**src/rtl/turn_scheduler.sv**
```systemverilog
// Turn sequencer for the chicken race: owns the active pointer, board positions and tail counts,
// issues one compare per card pick, holds the reveal, then advances or passes the turn.
module turn_scheduler_slot #(
   parameter int SLOT  = 0,
   parameter int PW    = 2,
   parameter int POS_W = 5
) (
   input  logic [2:0]       n,
   input  logic [PW-1:0]    active,
   input  logic [POS_W-1:0] pos,
   input  logic [POS_W-1:0] new_pos,
   output logic             hit
);
   // A seated opponent standing on the tile the active chicken just reached.
   assign hit = (3'(SLOT) < n) && (PW'(SLOT) != active) && (pos == new_pos);
endmodule

module turn_scheduler #(
   parameter int MAX_PLAYERS   = 4,
   parameter int TRACK_LEN     = 24,
   parameter int REVEAL_CYCLES = 50000000,
   localparam int PW    = (MAX_PLAYERS > 1) ? $clog2(MAX_PLAYERS) : 1,
   localparam int POS_W = $clog2(TRACK_LEN)
) (
   input  logic                         clk,
   input  logic                         rst,
   input  logic                         start,
   input  logic [2:0]                   num_players,
   input  logic                         pick_valid,
   input  logic [3:0]                   pick_idx,
   output logic                         pick_ready,
   output logic                         cmp_req,
   output logic [3:0]                   cmp_idx,
   input  logic                         cmp_valid,
   input  logic                         cmp_match,
   output logic                         reveal_en,
   output logic [PW-1:0]                active,
   output logic [MAX_PLAYERS*POS_W-1:0] pos_bus,
   output logic [MAX_PLAYERS*3-1:0]     tails_bus,
   output logic                         cfg_err,
   output logic                         winner_valid,
   output logic [PW-1:0]                winner
);
   localparam int         CW   = $clog2(REVEAL_CYCLES + 1);
   localparam logic [2:0] MAXP = 3'(MAX_PLAYERS);

   typedef enum logic [2:0] {S_IDLE, S_WAIT_PICK, S_COMPARE, S_REVEAL, S_RESOLVE, S_DONE} state_t;
   state_t state, state_n;

   logic [2:0]                        n_r;
   logic [MAX_PLAYERS-1:0][POS_W-1:0] pos_r;
   logic [MAX_PLAYERS-1:0][2:0]       tails_r;
   logic [CW-1:0]                     cnt;
   logic                              match_r;
   logic [POS_W-1:0]                  new_pos;
   logic [MAX_PLAYERS-1:0]            hit;
   logic [2:0]                        stolen, new_tails;
   logic                              cfg_bad, win;

   assign pos_bus   = pos_r;
   assign tails_bus = tails_r;
   assign cfg_bad   = (num_players < 3'd2) || (num_players > MAXP);
   assign new_pos   = (pos_r[active] == POS_W'(TRACK_LEN - 1)) ? '0 : pos_r[active] + POS_W'(1);

   for (genvar g = 0; g < MAX_PLAYERS; g++) begin : g_slot
      turn_scheduler_slot #(.SLOT(g), .PW(PW), .POS_W(POS_W)) u_slot (
         .n(n_r), .active(active), .pos(pos_r[g]), .new_pos(new_pos), .hit(hit[g])
      );
   end

   always_comb begin
      stolen = '0;
      for (int j = 0; j < MAX_PLAYERS; j++)
         if (hit[j]) stolen = stolen + tails_r[j];
      new_tails = tails_r[active] + stolen;
      win       = (new_tails == n_r);
   end

   always_ff @(posedge clk) begin
      if (rst) state <= S_IDLE;
      else     state <= state_n;
   end

   always_comb begin
      state_n    = state;
      pick_ready = 1'b0;
      reveal_en  = 1'b0;
      case (state)
         S_IDLE, S_DONE: if (start && !cfg_bad) state_n = S_WAIT_PICK;
         S_WAIT_PICK: begin
            pick_ready = 1'b1;
            if (pick_valid) state_n = S_COMPARE;
         end
         S_COMPARE: if (cmp_valid) state_n = S_REVEAL;
         S_REVEAL: begin
            reveal_en = 1'b1;
            if (cnt == '0) state_n = S_RESOLVE;
         end
         S_RESOLVE: state_n = (match_r && win) ? S_DONE : S_WAIT_PICK;
         default: state_n = S_IDLE;
      endcase
   end

   always_ff @(posedge clk) begin
      if (rst) begin
         n_r          <= '0;
         pos_r        <= '0;
         tails_r      <= '0;
         cnt          <= '0;
         match_r      <= 1'b0;
         active       <= '0;
         cmp_req      <= 1'b0;
         cmp_idx      <= '0;
         cfg_err      <= 1'b0;
         winner_valid <= 1'b0;
         winner       <= '0;
      end else begin
         cfg_err <= 1'b0;
         cmp_req <= 1'b0;
         case (state)
            S_IDLE, S_DONE: if (start) begin
               if (cfg_bad) cfg_err <= 1'b1;
               else begin
                  n_r          <= num_players;
                  active       <= '0;
                  winner_valid <= 1'b0;
                  for (int i = 0; i < MAX_PLAYERS; i++) begin
                     pos_r[i]   <= (3'(i) < num_players) ? POS_W'(i * (TRACK_LEN / MAX_PLAYERS)) : '0;
                     tails_r[i] <= (3'(i) < num_players) ? 3'd1 : 3'd0;
                  end
               end
            end
            S_WAIT_PICK: if (pick_valid) begin
               cmp_idx <= pick_idx;
               cmp_req <= 1'b1;
            end
            S_COMPARE: if (cmp_valid) begin
               match_r <= cmp_match;
               cnt     <= CW'(REVEAL_CYCLES - 1);
            end
            S_REVEAL: if (cnt != '0) cnt <= cnt - CW'(1);
            S_RESOLVE: begin
               if (!match_r) begin
                  active <= (3'(active) + 3'd1 == n_r) ? '0 : active + PW'(1);
               end else begin
                  pos_r[active] <= new_pos;
                  // Active slot is never a hit, so its write below does not collide.
                  for (int j = 0; j < MAX_PLAYERS; j++)
                     if (hit[j]) tails_r[j] <= 3'd0;
                  tails_r[active] <= new_tails;
                  if (win) begin
                     winner       <= active;
                     winner_valid <= 1'b1;
                  end
               end
            end
            default: ;
         endcase
      end
   end
endmodule

```
**config.mk**
```make
export PLATFORM = sky130hd
export DESIGN_NAME = turn_scheduler
export DESIGN_NICKNAME = d
export VERILOG_FILES = /design/src/rtl/turn_scheduler.sv
export SDC_FILE = /design/constraint.sdc
export NUM_CORES = 1
export LEC_CHECK = 0
export BUFFER_PORTS_ARGS = -buffer_cell sky130_fd_sc_hd__buf_2
export CAP_MARGIN = 25
export CELL_PAD_IN_SITES_DETAIL_PLACEMENT = 0
export CELL_PAD_IN_SITES_GLOBAL_PLACEMENT = 1
export CORE_ASPECT_RATIO = 1.1
export CORE_MARGIN = 1
export CORE_UTILIZATION = 46
export CTS_BUF_LIST = sky130_fd_sc_hd__clkbuf_4 sky130_fd_sc_hd__clkbuf_8
export CTS_CLUSTER_SIZE = 40
export DETAILED_ROUTE_END_ITERATION = 12
export PLACE_DENSITY_LB_ADDON = 0.15
export SLEW_MARGIN = 40
export SYNTH_ARGS = -nofsm -noshare
export SYNTH_HDL_FRONTEND = slang
export SYNTH_SLANG_ARGS = --single-unit
```
**constraint.sdc**
```tcl
create_clock -name clk -period 9.5 [get_ports clk]
set_clock_uncertainty 0.2 [all_clocks]
set_input_delay 0.475 -clock clk [delete_from_list [all_inputs] [get_ports clk]]
set_output_delay 0.475 -clock clk [all_outputs]
set_load 0.005 [all_outputs]
```
* Yosys cells after proc, flatten, opt, wreduce, memory -nomap -nowiden
Index checks and enable logic that the tools add are counted.
** Operators by class
- Add/sub/neg operators :: 8
- Multipliers :: 0
- Div/mod/pow operators :: 0
- Magnitude comparators :: 12
- Eq/ne operators :: 25
- Shift-type cells :: 0
- Multiplexer cells :: 69
- Bitwise logic cells :: 4
- Reduce and logical (&&, ||, !) cells :: 31
** Operators by type and width (count)
- $mux W3 :: 28
- $mux W20 :: 3
- $mux W26 :: 2
- $pmux W26 S2 :: 1
- $pmux W20 S2 :: 1
- $mux W12 :: 3
- $logic_not A26 Y1 :: 1
- $reduce_bool A26 Y1 :: 1
- $sub A26 B1 Y26 const B :: 1
- $pmux W12 S2 :: 1
- $bwmux W20 :: 1
- $eq A5 B5 Y1 :: 4
- $mux W5 :: 4
- $ne A2 B2 Y1 const B :: 10
- $pmux W3 S5 :: 1
- $add A3 B3 Y3 :: 4
- $bwmux W12 :: 1
- $lt A1 B3 Y1 const A :: 4
- $lt A2 B3 Y1 const A :: 4
- $mux W1 :: 12
- $reduce_and A4 Y1 :: 3
- $logic_and A1 B1 Y1 :: 11
- $bmux W5 S2 :: 1
- $demux W5 S2 :: 1
- other kinds (30) :: 46
** Storage, ports and cells
- Bits in registers :: 76
- Bits in latches :: 0
- RAM bits :: 0
- ROM bits :: 0
- Input bits :: 13
- Output and inout port bits :: 45
- Logic and storage cells :: 167
- Memories kept :: 0

* Longest topological paths before layout
- Word-level depth :: 18
- Gate-level depth with buffers :: 25
- Mapped depth without buffers :: 22

* By module
A second synthesis with hierarchy kept.
** Second synthesis, totals
- Cells, all modules :: 507
- Area total of the unflattened synthesis :: 4514.3 sq um
** Modules (own cells, without submodules)
- turn_scheduler :: times used 1, cells an instance 473, area each 4239.1 sq um, sequential area each 1521.5 sq um
- turn_scheduler_slot at g_slot[2].u_slot :: times used 1, cells an instance 9, area each 73.8 sq um, sequential area each 0.0 sq um
- turn_scheduler_slot at g_slot[0].u_slot :: times used 1, cells an instance 8, area each 70.1 sq um, sequential area each 0.0 sq um
- turn_scheduler_slot at g_slot[1].u_slot :: times used 1, cells an instance 9, area each 70.1 sq um, sequential area each 0.0 sq um
- turn_scheduler_slot at g_slot[3].u_slot :: times used 1, cells an instance 8, area each 61.3 sq um, sequential area each 0.0 sq um

* Worst setup path before layout
No wires, ideal clock.
- Path kind :: flip-flop to flip-flop
- From :: register active[0]
- To :: register winner[0]
- Library setup time :: 132 ps
- Arrival time :: 6560 ps
- Required time :: 9168 ps
- Slack :: 2608 ps
- Cell stages (with the launch flop) :: 25
- Path buffers :: 3
- Period minus slack after synthesis :: 6892 ps
- Cell sequence :: dfxtp_1 > buf_6 > mux4_2 > buf_4 > ha_1 > clkbuf_1 > xor2_1 > nor3_1 > o21ai_0 > a2111oi_0 > and3_1 > and2_1 > ha_1 > fa_1 > mux2i_1 > fa_1 > mux2_2 > fa_1 > mux2_2 > fa_1 > xor2_1 > xnor3_1 > xor2_1 > o31ai_1 > a21oi_1
** On the way
- Word-level cells in the longest chain between the ends :: 16
- Elaborated cells between the ends (all ways) :: 33
- Classes of those cells :: 5 x add/sub; 9 x eq/ne; 9 x mux; 10 x reduce/logical
** Ends and longest elaborated chain
- start, declared :: line 37 : output logic [PW-1:0] active,
- start signal, assigned :: line 144 : active <= (3'(active) + 3'd1 == n_r) ? '0 : active + PW'(1);
- $bmux W5 S2 :: line 63 : assign new_pos = (pos_r[active] == POS_W'(TRACK_LEN - 1)) ? '0 : pos_r[active] + POS_W'(1);
- $mux W5 (implied by the code) :: line 63
- $add A5 B1 Y5 or $eq A5 B5 Y1 (tied branches) :: line 63
- $mux W5 :: line 63
- $eq A5 B5 Y1 :: line 15 : assign hit = (3'(SLOT) < n) && (PW'(SLOT) != active) && (pos == new_pos);
- $logic_and A1 B1 Y1 :: line 15
- $mux W3 :: line 74 : if (hit[j]) stolen = stolen + tails_r[j];
- $add A3 B3 Y3 :: line 74
- $mux W3 :: line 74
- $add A3 B3 Y3 :: line 74
- $mux W3 :: line 74
- $add A3 B3 Y3 :: line 74
- $mux W3 :: line 74
- $add A3 B3 Y3 :: line 75 : new_tails = tails_r[active] + stolen;
- $eq A3 B3 Y1 :: line 76 : win = (new_tails == n_r);
- $reduce_and A3 Y1 (no source line)
- end signal, assigned :: line 152 : winner <= active;
- end, declared :: line 42 : output logic [PW-1:0] winner
Parallel ways exist; a longest one is shown, timed or not. The select of a mux whose other input is x is not followed.
A chain may end at the register's enable or synchronous reset.

* Worst setup path in the final report
- From :: register active[0]
- To :: register state[2]
** On the way
- Word-level cells in the longest chain between the ends :: 18
- Elaborated cells between the ends (all ways) :: 35
- Classes of those cells :: 5 x add/sub; 9 x eq/ne; 11 x mux; 10 x reduce/logical
** Ends and longest elaborated chain
- $bmux W5 S2 :: line 63
- $mux W5 (implied by the code) :: line 63
- $add A5 B1 Y5 or $eq A5 B5 Y1 (tied branches) :: line 63
- $mux W5 :: line 63
- $eq A5 B5 Y1 :: line 15
- $logic_and A1 B1 Y1 :: line 15
- $mux W3 :: line 74
- $add A3 B3 Y3 :: line 74
- [2 not listed]
- $mux W3 :: line 74
- $add A3 B3 Y3 :: line 74
- $mux W3 :: line 74
- $add A3 B3 Y3 * :: line 75
- $eq A3 B3 Y1 * :: line 76
- $logic_and A1 B1 Y1 * :: line 99 : S_RESOLVE: state_n = (match_r && win) ? S_DONE : S_WAIT_PICK;
- $mux W3 * :: line 99
- $pmux W3 S5 * :: line 88 : case (state)
- end signal, assigned :: line 81 : else state <= state_n;
- end, declared :: line 48 : state_t state, state_n;
Every way passes the cells marked *; elsewhere a longest branch is shown, timed or not. The select of a mux whose other input is x is not followed.

==> summary.md <==
| Metric | Value |
|---|---|
| Syn. warnings | `0` |
| Count leader, synth | `dfxtp_1` |
| Final wirelength | `12800 um` |
| Min Tclk post-route | `7500 ps` |
| Clock Path Buffers | `2` |
| Nets | `630` |
| 1st-pass router iterations | `5` |
| Share of layout cells above drive strength 1 | `17.5%` |
| Rel. slew slack | `40.0%` |
| Maximum vdd drop | `118 uV` |
| GRT Util Overall | `25.1%` |
| Crit. End Element | `flop` |
| Synth Area in Adders | `4.52%` |
| Setup bufs post-CTS | `0` |
| Num CTS Buffers | `9` |
| DIE AREA | `0.0109 mm2` |
| Core area | `0.0100 mm2` |
| Hold Vio Cnt, Final | `0` |
| Largest family of logic cells by synthesized area | `simple AND/OR/NAND/NOR gates` |
| Vias in the first global route | `4102` |
| CTS H-Tree Depth | `3` |
| Antenna cells | `0` |
| DRC Markers | `0` |
| Hold buffers post-CTS | `0` |
| Root buffer cell | `clkbuf_8` |
| Vias per inst | `5.70` |
| CTS resizes | `0` |
| Synth Instances | `565` |
| Drt initial violations | `196` |
| Number of synthesized flops with an enable pin | `0` |
| Syn Std Cell Area | `0.00482 mm2` |
| Dominant cells by area after synthesis | `dfxtp_1 32%, a21oi_1 4.9%, xnor2_1 4.7%` |
| Clock Sinks | `76` |
| Post-DRT Antenna Nets | `0` |
| Slew @ Worst Pin | `894 ps` |
| Register area | `0.00152 mm2` |
| Num ports | `58` |
| Setup_tns | `0 ps` |
| Gpl congestion | `0.887` |
| Area post-placement | `0.00515 mm2` |
| Port buffer count | `57` |
| Share of the synthesized area in the top cell type | `31.6%` |
| CTS tree | `built` |
| HP Class | `in2reg` |
| Pin count of the biggest net entering global routing | `70` |
| Post-DP HPWL | `9220 um` |
| Cell taking the most area after synthesis | `dfxtp_1` |
| Final Core Density | `53.6%` |
| RSZ-0062 raised after global routing | `false` |
| Syn Nets | `593` |
| Site Rows | `38` |
| Multiplexer share of the synthesized area | `9.71%` |
| Post-synthesis register bit count | `76` |
| Die Wd | `99.6 um` |
| Max Cap Viol | `0` |
| Synth Area in Simple Gates | `21.8%` |
| Vias | `4254` |
| Die Y | `109 um` |
| Worst endpoint required time | `9580 ps` |
| Primary FF master, synth | `dfxtp_1` |
| Synth Area in Compound Gates | `17.4%` |
| Count of final setup violators | `0` |
| Remaining Overflow, GRT | `0` |
| Antenna violations before repair | `0` |
| Starting Density | `48.0%` |
| Arrival @ worst endpoint | `7580 ps` |
| Power Dens Cells | `188 mW/mm2` |
| Wire per inst | `17.2 um` |
| Ys async rst share | `0%` |
| Pleak | `0.00212 uW` |
| Syn Area/Cell | `8.53 um2` |
| XOR/XNOR Fraction of Synth Area | `10.6%` |
| Synth cell types | `70` |
| Area grow syn2layout | `11.5%` |
| FILL cells | `954` |
| Fin crit share | `79.0%` |
| CP Class | `reg2reg` |
| Post-Layout Inst Area | `0.00537 mm2` |
| First-pass GRT wire length | `21100 um` |
| Clk Latency, worst-skew pair | `360 ps` |
| Critical path fanouts, max | `8` |
| Sequential area share after synthesis | `31.6%` |
| Clock Pin Slew Worst Setup and Hold Paths | `80 ps` |
| Area of the multi-input gates | `0.00309 mm2` |
| Startpoint Class | `flop` |
| Fmax | `133 MHz` |
| Outcome | `complete, no violations` |
| Synth cell count leaders | `76 x dfxtp_1, 60 x nor2_1, 47 x a21oi_1` |
| Fin. max-slew vios | `0` |
[final cells by class]
cell class | instances | share of cell area, %
Inverter | 12 | 0.838
Multi-Input combinational cell | 441 | 57.4
Tap cell | 140 | 3.26
Clock buffer | 11 | 2.82
Sequential cell | 76 | 28.3
Timing Repair Buffer | 62 | 6.01
Clock inverter | 4 | 1.35
[flip-flops by register name (all words and copies together) (netlist names)]
register,flops
pos_bus,20
tails_bus,12
match_r,1
active,2
cfg_err,1
cnt,26
winner,2
winner_valid,1
cmp_req,1
state,3
cmp_idx,4
n_r,3
[routing by layer]
metal	wire [um]	GRT usage, %
met1	5520	30.9
met2	6310	42.9
met3	608	2.86
met4	398	14.4
met5	0	0
[per-stage QoR]
stage / hold slack, ps / setup slack [ps] / std cells / total power (uW)
after CTS: 144 / 1970 / 746 / 1020
final: 162 / 2000 / 746 / 1010
after detailed placement: 252 / 2020 / 731 / 734
after floorplan: 244 / 2610 / 565 / 649
after global placement: 240 / 2300 / 731 / 730
after global routing: 154 / 1450 / 746 / 1080
[placed cells by master, fill, tap and decap left out, types with 3 or more instances in the layout]
master,count
o211ai_1,3
nor4_1,7
nor2b_1,4
xnor2_1,26
nand4_1,4
or4_1,5
a31oi_1,3
nor3_1,21
and2_1,5
buf_2,57
o31ai_1,7
ha_1,11
mux4_2,6
nor2_1,60
and3_1,8
a211oi_1,5
fa_1,4
mux2i_1,15
buf_4,5
nand2b_1,9
o21ai_0,20
a22oi_1,10
inv_1,11
a32oi_1,3
mux2_2,9
nand3_1,18
o21ai_1,3
nor3b_1,4
or3_1,6
dfxtp_1,76
clkbuf_8,11
o22ai_1,4
nand3b_1,4
a21oi_1,47
xor2_1,25
nand2_1,45
a221oi_1,3
[cells by family after synthesis]
family	Yosys count
AO/OA/AOI/OAI	127
XOR/XNOR	54
adder cells (fa/ha/maj)	15
buffers and inverters	48
flip-flops	76
multiplexers	34
AND/OR/NAND/NOR	211
[final timing paths]
kind / start / depth (start not counted) / slack, ps / to
worst max-delay path: active[0]$_SDFFE_PP0P_ / 21 / 2000 / state[2]$_SDFFE_PP0P_
worst min register to register: cmp_idx[2]$_SDFFE_PP0P_ / 2 / 260 / cmp_idx[2]$_SDFFE_PP0P_
worst max register to register: active[0]$_SDFFE_PP0P_ / 21 / 2000 / state[2]$_SDFFE_PP0P_
worst min-delay path: cmp_match / 3 / 160 / match_r$_SDFFE_PP0P_
[where the power goes]
group	leakage (uW)	internal, uW	switching [uW]
combinational	0.00139	132	185
sequential	0.000615	358	52.0
clock	0.000111	160	121
total	0.00212	650	358
[worst max-delay path: stages (launching register included)]
cell and delay [ps]:
dfxtp_1 390, mux4_2 640, ha_1 470, xor2_1 190, nor3_1 210, o21ai_0 110
a2111oi_0 640, and3_1 300, and2_1 160, ha_1 180, fa_1 420, mux2i_1 240
fa_1 460, mux2_2 300, fa_1 460, mux2_2 300, fa_1 430, xor2_1 290
xnor3_1 420, xnor2_1 310, nand2_1 100, a211oi_1 190
Power figures use the tool's default switching activity.
